--- config.mk ---
export PLATFORM = sky130hd
export DESIGN_NAME = smu_dribble_ctl_flat
export DESIGN_NICKNAME = d
export VERILOG_FILES = /design/src/rtl/smu_dribble_ctl_if.sv /design/src/rtl/smu_dribble_ctl.sv /design/src/flat_wrapper.sv
export SDC_FILE = /design/constraint.sdc
export NUM_CORES = 1
export LEC_CHECK = 0
export CORE_MARGIN = 5
export CORE_UTILIZATION = 45
export CTS_BUF_LIST = sky130_fd_sc_hd__clkbuf_4 sky130_fd_sc_hd__clkbuf_8
export DETAILED_ROUTE_END_ITERATION = 7
export GPL_ROUTABILITY_DRIVEN = 0
export HOLD_SLACK_MARGIN = 0.02
export PLACE_DENSITY = 0.77
export SLEW_MARGIN = 20
export SYNTH_ARGS = -nofsm -noshare
export SYNTH_HDL_FRONTEND = slang
export SYNTH_SLANG_ARGS = --single-unit
--- constraint.sdc ---
create_clock -name pj_clk -period 9.63 [get_ports pj_clk]
set_input_delay 1.926 -clock pj_clk [delete_from_list [all_inputs] [get_ports pj_clk]]
set_output_delay 1.926 -clock pj_clk [all_outputs]
set_load 0.05 [all_outputs]
--- src/rtl/smu_dribble_ctl_if.sv ---
// DCU request/acknowledge channel between the SMU dribble controller and the DCU.
// The controller uses the master modport. The DCU, or the bench, uses the slave modport.
interface smu_dribble_ctl_if;
  logic        smu_req;
  logic        smu_we;
  logic [31:0] smu_addr;
  logic        dcu_ack;

  modport master (output smu_req, output smu_we, output smu_addr, input dcu_ack);
  modport slave  (input smu_req, input smu_we, input smu_addr, output dcu_ack);
endinterface

--- src/rtl/smu_dribble_ctl.sv ---
// Stack-cache dribble controller: spills entries above hi_mark and fills them back below lo_mark.
// It issues one word request at a time and tracks SC_BOTTOM, the spilled-word count, hold and stats.
module smu_dribble_ctl #(
  parameter int unsigned SC_DEPTH = 64,
  parameter int unsigned HOLD_GAP = 2,
  parameter int unsigned CNT_W    = 16,
  localparam int unsigned NW      = $clog2(SC_DEPTH)
) (
  input  logic                pj_clk,
  input  logic                reset_l,
  smu_dribble_ctl_if.master   dcu,
  input  logic [NW-1:0]       num_entries,
  input  logic [NW-1:0]       hi_mark,
  input  logic [NW-1:0]       lo_mark,
  input  logic                dribble_en,
  input  logic                sc_bottom_wr,
  input  logic [31:0]         sc_bottom_in,
  input  logic                stat_clr,
  output logic [31:0]         sc_bottom,
  output logic                smu_spill_done,
  output logic                smu_fill_done,
  output logic                smu_hold,
  output logic [CNT_W-1:0]    mem_entries,
  output logic [CNT_W-1:0]    spill_cnt,
  output logic [CNT_W-1:0]    fill_cnt
);

  localparam int unsigned HOLD_LVL = SC_DEPTH - HOLD_GAP;

  typedef enum logic [1:0] {IDLE, SPILL, FILL, COOL} state_e;

  state_e             state_q, state_d;
  logic               req_q, req_d;
  logic               we_q, we_d;
  logic [31:0]        addr_q, addr_d;
  logic [31:0]        bottom_q, bottom_d;
  logic [CNT_W-1:0]   mem_q, mem_d;
  logic [CNT_W-1:0]   spill_cnt_q, spill_cnt_d;
  logic [CNT_W-1:0]   fill_cnt_q, fill_cnt_d;
  logic               spill_done_q, spill_done_d;
  logic               fill_done_q, fill_done_d;
  logic               hold_q, hold_d;

  logic spill_go_c, fill_go_c;

  assign spill_go_c = dribble_en && (num_entries > hi_mark);
  assign fill_go_c  = dribble_en && (num_entries < lo_mark) && (mem_q != '0);

  // Next-state and register updates; stat_clr overrides any same-cycle increment.
  always_comb begin
    state_d      = state_q;
    req_d        = req_q;
    we_d         = we_q;
    addr_d       = addr_q;
    bottom_d     = bottom_q;
    mem_d        = mem_q;
    spill_done_d = 1'b0;
    fill_done_d  = 1'b0;
    spill_cnt_d  = stat_clr ? '0 : spill_cnt_q;
    fill_cnt_d   = stat_clr ? '0 : fill_cnt_q;
    hold_d       = (num_entries >= NW'(HOLD_LVL));

    case (state_q)
      IDLE: begin
        if (spill_go_c) begin
          state_d = SPILL;
          req_d   = 1'b1;
          we_d    = 1'b1;
          addr_d  = bottom_q;
        end else if (fill_go_c) begin
          state_d = FILL;
          req_d   = 1'b1;
          we_d    = 1'b0;
          addr_d  = bottom_q + 32'd4;
        end
      end
      SPILL: begin
        if (dcu.dcu_ack) begin
          state_d      = COOL;
          req_d        = 1'b0;
          spill_done_d = 1'b1;
          bottom_d     = bottom_q - 32'd4;
          if (mem_q != '1) mem_d = mem_q + CNT_W'(1);
          if (!stat_clr && (spill_cnt_q != '1)) spill_cnt_d = spill_cnt_q + CNT_W'(1);
        end
      end
      FILL: begin
        if (dcu.dcu_ack) begin
          state_d     = COOL;
          req_d       = 1'b0;
          fill_done_d = 1'b1;
          bottom_d    = bottom_q + 32'd4;
          if (mem_q != '0) mem_d = mem_q - CNT_W'(1);
          if (!stat_clr && (fill_cnt_q != '1)) fill_cnt_d = fill_cnt_q + CNT_W'(1);
        end
      end
      default: state_d = IDLE;
    endcase

    // A software write of SC_BOTTOM beats any pointer adjustment from an ack.
    if (sc_bottom_wr) begin
      bottom_d = sc_bottom_in & ~32'h3;
      mem_d    = '0;
    end
  end

  always_ff @(posedge pj_clk or negedge reset_l) begin
    if (!reset_l) begin
      state_q      <= IDLE;
      req_q        <= 1'b0;
      we_q         <= 1'b0;
      addr_q       <= '0;
      bottom_q     <= '0;
      mem_q        <= '0;
      spill_cnt_q  <= '0;
      fill_cnt_q   <= '0;
      spill_done_q <= 1'b0;
      fill_done_q  <= 1'b0;
      hold_q       <= 1'b0;
    end else begin
      state_q      <= state_d;
      req_q        <= req_d;
      we_q         <= we_d;
      addr_q       <= addr_d;
      bottom_q     <= bottom_d;
      mem_q        <= mem_d;
      spill_cnt_q  <= spill_cnt_d;
      fill_cnt_q   <= fill_cnt_d;
      spill_done_q <= spill_done_d;
      fill_done_q  <= fill_done_d;
      hold_q       <= hold_d;
    end
  end

  assign dcu.smu_req     = req_q;
  assign dcu.smu_we      = we_q;
  assign dcu.smu_addr    = addr_q;
  assign sc_bottom       = bottom_q;
  assign smu_spill_done  = spill_done_q;
  assign smu_fill_done   = fill_done_q;
  assign smu_hold        = hold_q;
  assign mem_entries     = mem_q;
  assign spill_cnt       = spill_cnt_q;
  assign fill_cnt        = fill_cnt_q;

endmodule

--- src/flat_wrapper.sv ---
// flat-port wrapper written by rule: the top's interface ports become plain ports
module smu_dribble_ctl_flat 
#(
  parameter int unsigned SC_DEPTH = 64,
  parameter int unsigned HOLD_GAP = 2,
  parameter int unsigned CNT_W    = 16,
  localparam int unsigned NW      = $clog2(SC_DEPTH)
)
  (pj_clk, reset_l, num_entries, hi_mark, lo_mark, dribble_en, sc_bottom_wr, sc_bottom_in, stat_clr, sc_bottom, smu_spill_done, smu_fill_done, smu_hold, mem_entries, spill_cnt, fill_cnt, dcu_smu_req, dcu_smu_we, dcu_smu_addr, dcu_dcu_ack);
  smu_dribble_ctl_if dcu_i ();
  input  logic pj_clk;
  input  logic reset_l;
  input  logic [NW-1:0] num_entries;
  input  logic [NW-1:0] hi_mark;
  input  logic [NW-1:0] lo_mark;
  input  logic dribble_en;
  input  logic sc_bottom_wr;
  input  logic [31:0] sc_bottom_in;
  input  logic stat_clr;
  output logic [31:0] sc_bottom;
  output logic smu_spill_done;
  output logic smu_fill_done;
  output logic smu_hold;
  output logic [CNT_W-1:0] mem_entries;
  output logic [CNT_W-1:0] spill_cnt;
  output logic [CNT_W-1:0] fill_cnt;
  output wire logic [$bits(dcu_i.smu_req)-1:0] dcu_smu_req;
  output wire logic [$bits(dcu_i.smu_we)-1:0] dcu_smu_we;
  output wire logic [$bits(dcu_i.smu_addr)-1:0] dcu_smu_addr;
  input wire logic [$bits(dcu_i.dcu_ack)-1:0] dcu_dcu_ack;
  assign dcu_smu_req = dcu_i.smu_req;
  assign dcu_smu_we = dcu_i.smu_we;
  assign dcu_smu_addr = dcu_i.smu_addr;
  assign dcu_i.dcu_ack = dcu_dcu_ack;
  smu_dribble_ctl #(.SC_DEPTH(SC_DEPTH), .HOLD_GAP(HOLD_GAP), .CNT_W(CNT_W)) u_core (.pj_clk(pj_clk), .reset_l(reset_l), .dcu(dcu_i), .num_entries(num_entries), .hi_mark(hi_mark), .lo_mark(lo_mark), .dribble_en(dribble_en), .sc_bottom_wr(sc_bottom_wr), .sc_bottom_in(sc_bottom_in), .stat_clr(stat_clr), .sc_bottom(sc_bottom), .smu_spill_done(smu_spill_done), .smu_fill_done(smu_fill_done), .smu_hold(smu_hold), .mem_entries(mem_entries), .spill_cnt(spill_cnt), .fill_cnt(fill_cnt));
endmodule
==> results of run 1 <==
per-layer routing:
metal  GRT usage, %  wire (um)  part of all wire, %  vias to the layer above
met3           5.42       1340                  6.5                       47
li1               -          -                    -                     3351
met2           32.4       9330                   45                      231
met4           8.29        588                  2.9                        0
met1           28.3       9280                   45                     3310
met5              0          0                    0                        -
worst max-delay path by stage:
stage | startpoint | endpoint | slack (ns) | cells after the start
5_1_grt | num_entries[3] | u_core.dcu.smu_addr[22] | 5.20 | 10
3_5_place_dp | num_entries[3] | u_core.dcu.smu_addr[22] | 4.48 | 10
6_report | num_entries[3] | u_core.dcu.smu_addr[22] | 5.37 | 10
2_1_floorplan | hi_mark[3] | u_core.dcu.smu_addr[22] | 5.55 | 10
3_3_place_gp | num_entries[3] | u_core.dcu.smu_addr[22] | 4.54 | 10
4_1_cts | num_entries[3] | u_core.dcu.smu_addr[22] | 4.97 | 10
cells in the mapped netlist, types with 3 or more instances:
cell      instances  area (um2)
buf_4             4        30.0
a21o_1            3        22.5
o21ai_0          57         285
ha_1             23         288
a221oi_1          3        26.3
nand3_1          37         185
xnor2_1          38         333
o21ai_1          12        60.1
and3_1           11        68.8
a21boi_0          3        22.5
mux2i_1          12         120
nor3_1           21         105
inv_1            27         101
nor4_1           11        68.8
a21oi_1          27         135
o21a_1            5        37.5
a31oi_1           7        43.8
or3_1            11        68.8
buf_1             4        15.0
xor2_1           64         561
and3b_1           3        26.3
nand2b_1          7        43.8
o211ai_1          3        22.5
nor2b_1           7        43.8
or4_1             4        30.0
o32ai_1           3        26.3
mux2_2           16         180
and2_1            6        37.5
nor3b_1           4        30.0
o31ai_1           7        52.6
clkbuf_1         55         206
nand2_1         106         398
dfrtp_1         115        2880
nor2_1           91         342
nand4_1          26         163
o22ai_1           3        18.8
a32oi_1           3        26.3
buf_2             5        25.0
a211oi_1          5        37.5
and4_1            4        35.0
area by class of cell:
class | count | area, um2
fill | 1466 | 6800
multi-input combinational | 684 | 4330
sequential | 115 | 2880
timing repair buffer | 172 | 1700
clock buffer | 22 | 290
tap | 220 | 275
clock inverter | 9 | 153
inverter | 27 | 101
antenna | 1 | 2.50
cells by family after synthesis:
group                      count (synthesis)  share of synthesized area, %
AOI/OAI and AO/OA                        164                          13.6
DFF                                      115                          38.1
xor gates and xnor gates                 102                          11.8
other                                      1                        0.0497
and+or+nand+nor                          363                          23.5
buffers and inverters                     96                          5.15
muxes                                     28                          3.98
adders and majority gates                 23                          3.81
worst max-delay path: cells and delay by family:
kind,cells,cell delay [ns]
buffers and inverters,2,0.64
AOI/OAI and AO/OA,3,0.58
adders and majority gates,1,0.33
xor gates and xnor gates,1,0.16
and+or+nand+nor,3,0.92
flip-flops by register name, summed over array words and instances (netlist names):
name	count
u_core.dcu.smu_addr	30
u_core.smu_hold	1
u_core.sc_bottom	30
u_core.fill_cnt	16
u_core.spill_cnt	16
u_core.smu_spill_done	1
u_core.smu_fill_done	1
u_core.dcu.smu_we	1
u_core.dcu.smu_req	1
u_core.state_q	2
u_core.mem_entries	16
per-stage QoR:
stage          hold slack [ns]  worst slack [ns]  area, um2
2_1_floorplan            0.505              5.55       7560
3_3_place_gp             0.463              4.54       9270
3_5_place_dp             0.476              4.48       9270
4_1_cts                  0.485              4.97       9710
5_1_grt                  0.513              5.20       9730
6_report                 0.483              5.37       9730
power breakdown:
group	total, mW	internal (mW)	switching (mW)
Combinational	1.29	0.456	0.838
Clock	0.505	0.306	0.199
Sequential	0.742	0.593	0.149
==> results.yml, run 1 <==
cells_and_area:
  drive_gt1_share_pct: 6.80
  nNetsFinal: 1096
  instances_no_fill: 1250
  final_cell_mix: "clkdlybuf4s50_1, dfrtp_1, nand2_1"
  area.growth.synth_to_final_pct: 28.9
  utilization_pct: 58.9
  final_common_cell: "clkdlybuf4s50_1"
global_route:
  grt_max_degree: 78
  grt_pass1_vias: 6596
  grt_overflow_total: 0
  grt_pass1_wl_mm: 33.6
  antenna_found_initial: 0
  grt.total_usage_pct: 21.0
critical_path:
  reg2reg_depth: 12
  start_kind: "input pin"
  reg2reg_from: "u_core.state_q[0]"
  worstPathCellList: "clkdlybuf4s50_1, ha_1, a211oi_1, nor2_1, o31a_1, buf_4, nor4b_2, nand4_1, xor2_1, o21ai_1"
  crit_type: "in -> reg"
  crit_slowest_cell: "nor4b_2"
  critPathMaxStageDelay_ns: 0.62
  timing.rr.end: "u_core.mem_entries[10]"
  crit_path_max_fanout: 9
  crit_required_ns: 9.94
  r2r_slack_ns: 5.86
  arrival_ns: 4.57
  end_kind: "register"
synth:
  ys_types: 71
  yosys_warnings: 0
  syn_avg_cell_area_um2: 8.46
  yosysSeqAreaShare_pct: 38.1
  ys_ff_latch: 115
  syn_inst: 892
  syn-cell-area_um2: 7550
  synthArstFlopShare_pct: 100
  synth_edf_count: 0
  ys.flop_type: "dfrtp_1"
sta:
  slew_headroom_pct: 29.7
  hold_violations: 0
  setup_violations: 0
  tns_ns: 0
  finalCriticalPeriod_ns: 4.26
  layout_worst_path_cycle_share_pct: 44.2
  drv_slew: 0
  grt_setup_unrepaired: "false"
  max_freq_mhz: 235
  worst_slew_pin_slew_ns: 1.04
  clock_skew_ns: 0.00941
run:
  maxCapViolCount: 0
floorplan:
  core_um2: 16500
  die_w_um: 140
  ios: 173
  fp.dieH_um: 140
  die-area_um2: 19500
  initial_core_util_pct: 45.7
  num_rows: 47
power_and_ir_drop:
  powerDensity_nw_per_um2: 261
  ir_worst_vdd_v: 0.000148
  p_leak_nw: 3.93
  fin_total_pwr_mw: 2.54
placement:
  io_buffers: 166
  post-dp-hpwl_mm: 14.5
  place_inst: 1218
status:
  status: "finished, final reports clean"
clocking:
  cts_tree: "done"
  cts_root_buffer: "clkbuf_8"
  numCtsBuffers: 17
  postCtsHoldBufs: 0
  htree_levels: 4
  cts_sinks: 115
  ctsLongestPathBuffers: 2
  post-cts-setup-buffer-count: 0
  cts.repair.resized: 0
  clkTransAtPathRegs_ns: 0.07
  clk_latency_ns: 0.45
route:
  wire_per_inst_um: 16.4
  drtIter0Drc: 419
  drt_pass1_iterations: 5
  drt_wl_total_mm: 20.5
  viasPerCell: 5.55
  drc: 0
  vias: 6939
  ant_nets: 0
worst_hold_path:
  min_to: "u_core.dcu.smu_addr[18]"
  worstHoldStart: "u_core.dcu.smu_addr[18]"
  whs_path_depth: 2
  min_path_type: "reg -> reg"
(Power assumes the default switching activity.)
==> run 2: changes to the inputs <==
- PLACE_DENSITY: 0.77 -> 0.8
- clock period: 9.63 -> 3.65 ns (I/O delays scaled with it)
==> results.yml, run 2 (synthesis results as in run 1) <==
route:
  drtIter0Drc: 460
  wire_per_inst_um: 16.7
  drc: 0
  viasPerCell: 5.61
  drt_pass1_iterations: 6
  vias: 7074
  drt_wl_total_mm: 21.1
  ant_nets: 0
power_and_ir_drop:
  powerDensity_nw_per_um2: 688
  p_leak_nw: 3.99
  ir_worst_vdd_v: 0.000523
cells_and_area:
  area.growth.synth_to_final_pct: 30.2
  nNetsFinal: 1107
  final_common_cell: "clkdlybuf4s50_1"
  drive_gt1_share_pct: 7.78
  regArea_um2: 2880
  fillers: 1410
  final_area_um2: 9830
  final_cell_mix: "clkdlybuf4s50_1, dfrtp_1, nand2_1"
  multi_input_area_um2: 4320
critical_path:
  timing.rr.end: "u_core.mem_entries[10]"
  crit_type: "reg -> reg"
  end_kind: "register"
  arrival_ns: 3.45
  reg2reg_from: "u_core.state_q[0]"
  reg2reg_depth: 11
  crit_required_ns: 3.97
  start_kind: "register"
  r2r_slack_ns: 0.53
  critPathLaunch: "u_core.state_q[0]"
  crit_path_max_fanout: 24
sta:
  setup_ws_ns: 0.528
  setup_violations: 0
  layout_worst_path_cycle_share_pct: 85.5
  max_freq_mhz: 320
  clock_skew_ns: 0.0148
  slew_headroom_pct: 36.3
  grt_setup_unrepaired: "false"
  finalCriticalPeriod_ns: 3.12
  worst_slew_pin_slew_ns: 0.956
  hold_violations: 0
  tns_ns: 0
  drv_slew: 0
clocking:
  postCtsHoldBufs: 0
  cts_root_buffer: "clkbuf_8"
  numCtsBuffers: 17
  clkTransAtPathRegs_ns: 0.07
  ctsLongestPathBuffers: 2
  post-cts-setup-buffer-count: 0
  cts_tree: "done"
  cts.repair.resized: 0
  clk_latency_ns: 0.45
  htree_levels: 4
  cts_sinks: 115
floorplan:
  fp.dieH_um: 140
  initial_core_util_pct: 45.7
  core_um2: 16500
  die_w_um: 140
  die-area_um2: 19500
  num_rows: 47
  ios: 173
global_route:
  antenna_found_initial: 2
  grt_max_degree: 72
  grt_overflow_total: 0
  grt_pass1_wl_mm: 34.7
  grt_pass1_vias: 6854
  grt.total_usage_pct: 21.6
placement:
  placed_cell_area_um2: 9390
  post-dp-hpwl_mm: 15.2
  preCtsSetupSlack_ns: 0.404
  io_buffers: 166
status:
  status: "finished, final reports clean"
run:
  maxCapViolCount: 0
worst_hold_path:
  min_path_type: "in -> async"
==> run 2: cell types whose count changed in the layout (fill, tap and decap cells not counted), sizes merged <==
cell,delta
clkbuf,+2
bufinv,-1
buf,+11
==> run 2: power breakdown <==
| part | internal, mW | switching (mW) | total [mW] |
|---|---|---|---|
| clock network | 0.779 | 0.533 | 1.31 |
| logic | 1.25 | 2.23 | 3.49 |
| registers | 1.56 | 0.400 | 1.96 |
| total | 3.60 | 3.17 | 6.76 |
==> run 2: final cells by class <==
type                    count  share of cell area (%)
diodes                      1                  0.0255
clock buffers              24                    3.23
clock inverters             8                    1.25
inverters                  27                    1.03
multi-input cells         684                    43.9
flip-flops and latches    115                    29.3
well taps                 220                    2.80
repair buffers            183                    18.5
==> run 2: per-layer routing <==
metal  GRT usage [%]  up-vias  wire, um
met1            28.3     3373      9230
met4            8.08        2       569
met3            4.73       47      1420
li1                -     3381         -
met5               0        -        20
met2            35.0      271      9900
==> run 2: worst max-delay path by stage <==
stage / slack, ns / cells past startpoint / end
floorplan: 0.03 / 16 / u_core.mem_entries[10]
global placement: 0.44 / 9 / u_core.dcu.smu_addr[12]
detailed placement: 0.40 / 9 / u_core.dcu.smu_addr[12]
CTS: 0.54 / 11 / u_core.mem_entries[10]
global route: 0.29 / 11 / u_core.mem_entries[10]
finish: 0.53 / 11 / u_core.mem_entries[10]
==> run 2: per-stage QoR <==
| step | total power [mW] | std cells | hold slack, ns | utilization [%] |
|---|---|---|---|---|
| after floorplan | 4.32 | 895 | 0.434 | - |
| after global placement | 5.39 | 1229 | 0.464 | 56.8 |
| after detailed placement | 5.46 | 1229 | 0.470 | 56.8 |
| after CTS | 6.79 | 1261 | 0.439 | 59.5 |
| after global routing | 7.16 | 1262 | 0.482 | 59.5 |
| final | 6.76 | 1262 | 0.405 | 59.5 |
==> run 2: worst max-delay path: stages (launching register included) <==
cell,delay [ns]
dfrtp_1,0.42
inv_1,0.13
ha_2,0.51
xor2_1,0.13
ha_1,0.22
nor3b_1,0.13
o21ai_0,0.40
nand3b_1,0.18
nand2_1,0.11
nand2_1,0.05
a221oi_1,0.34
mux2_2,0.37
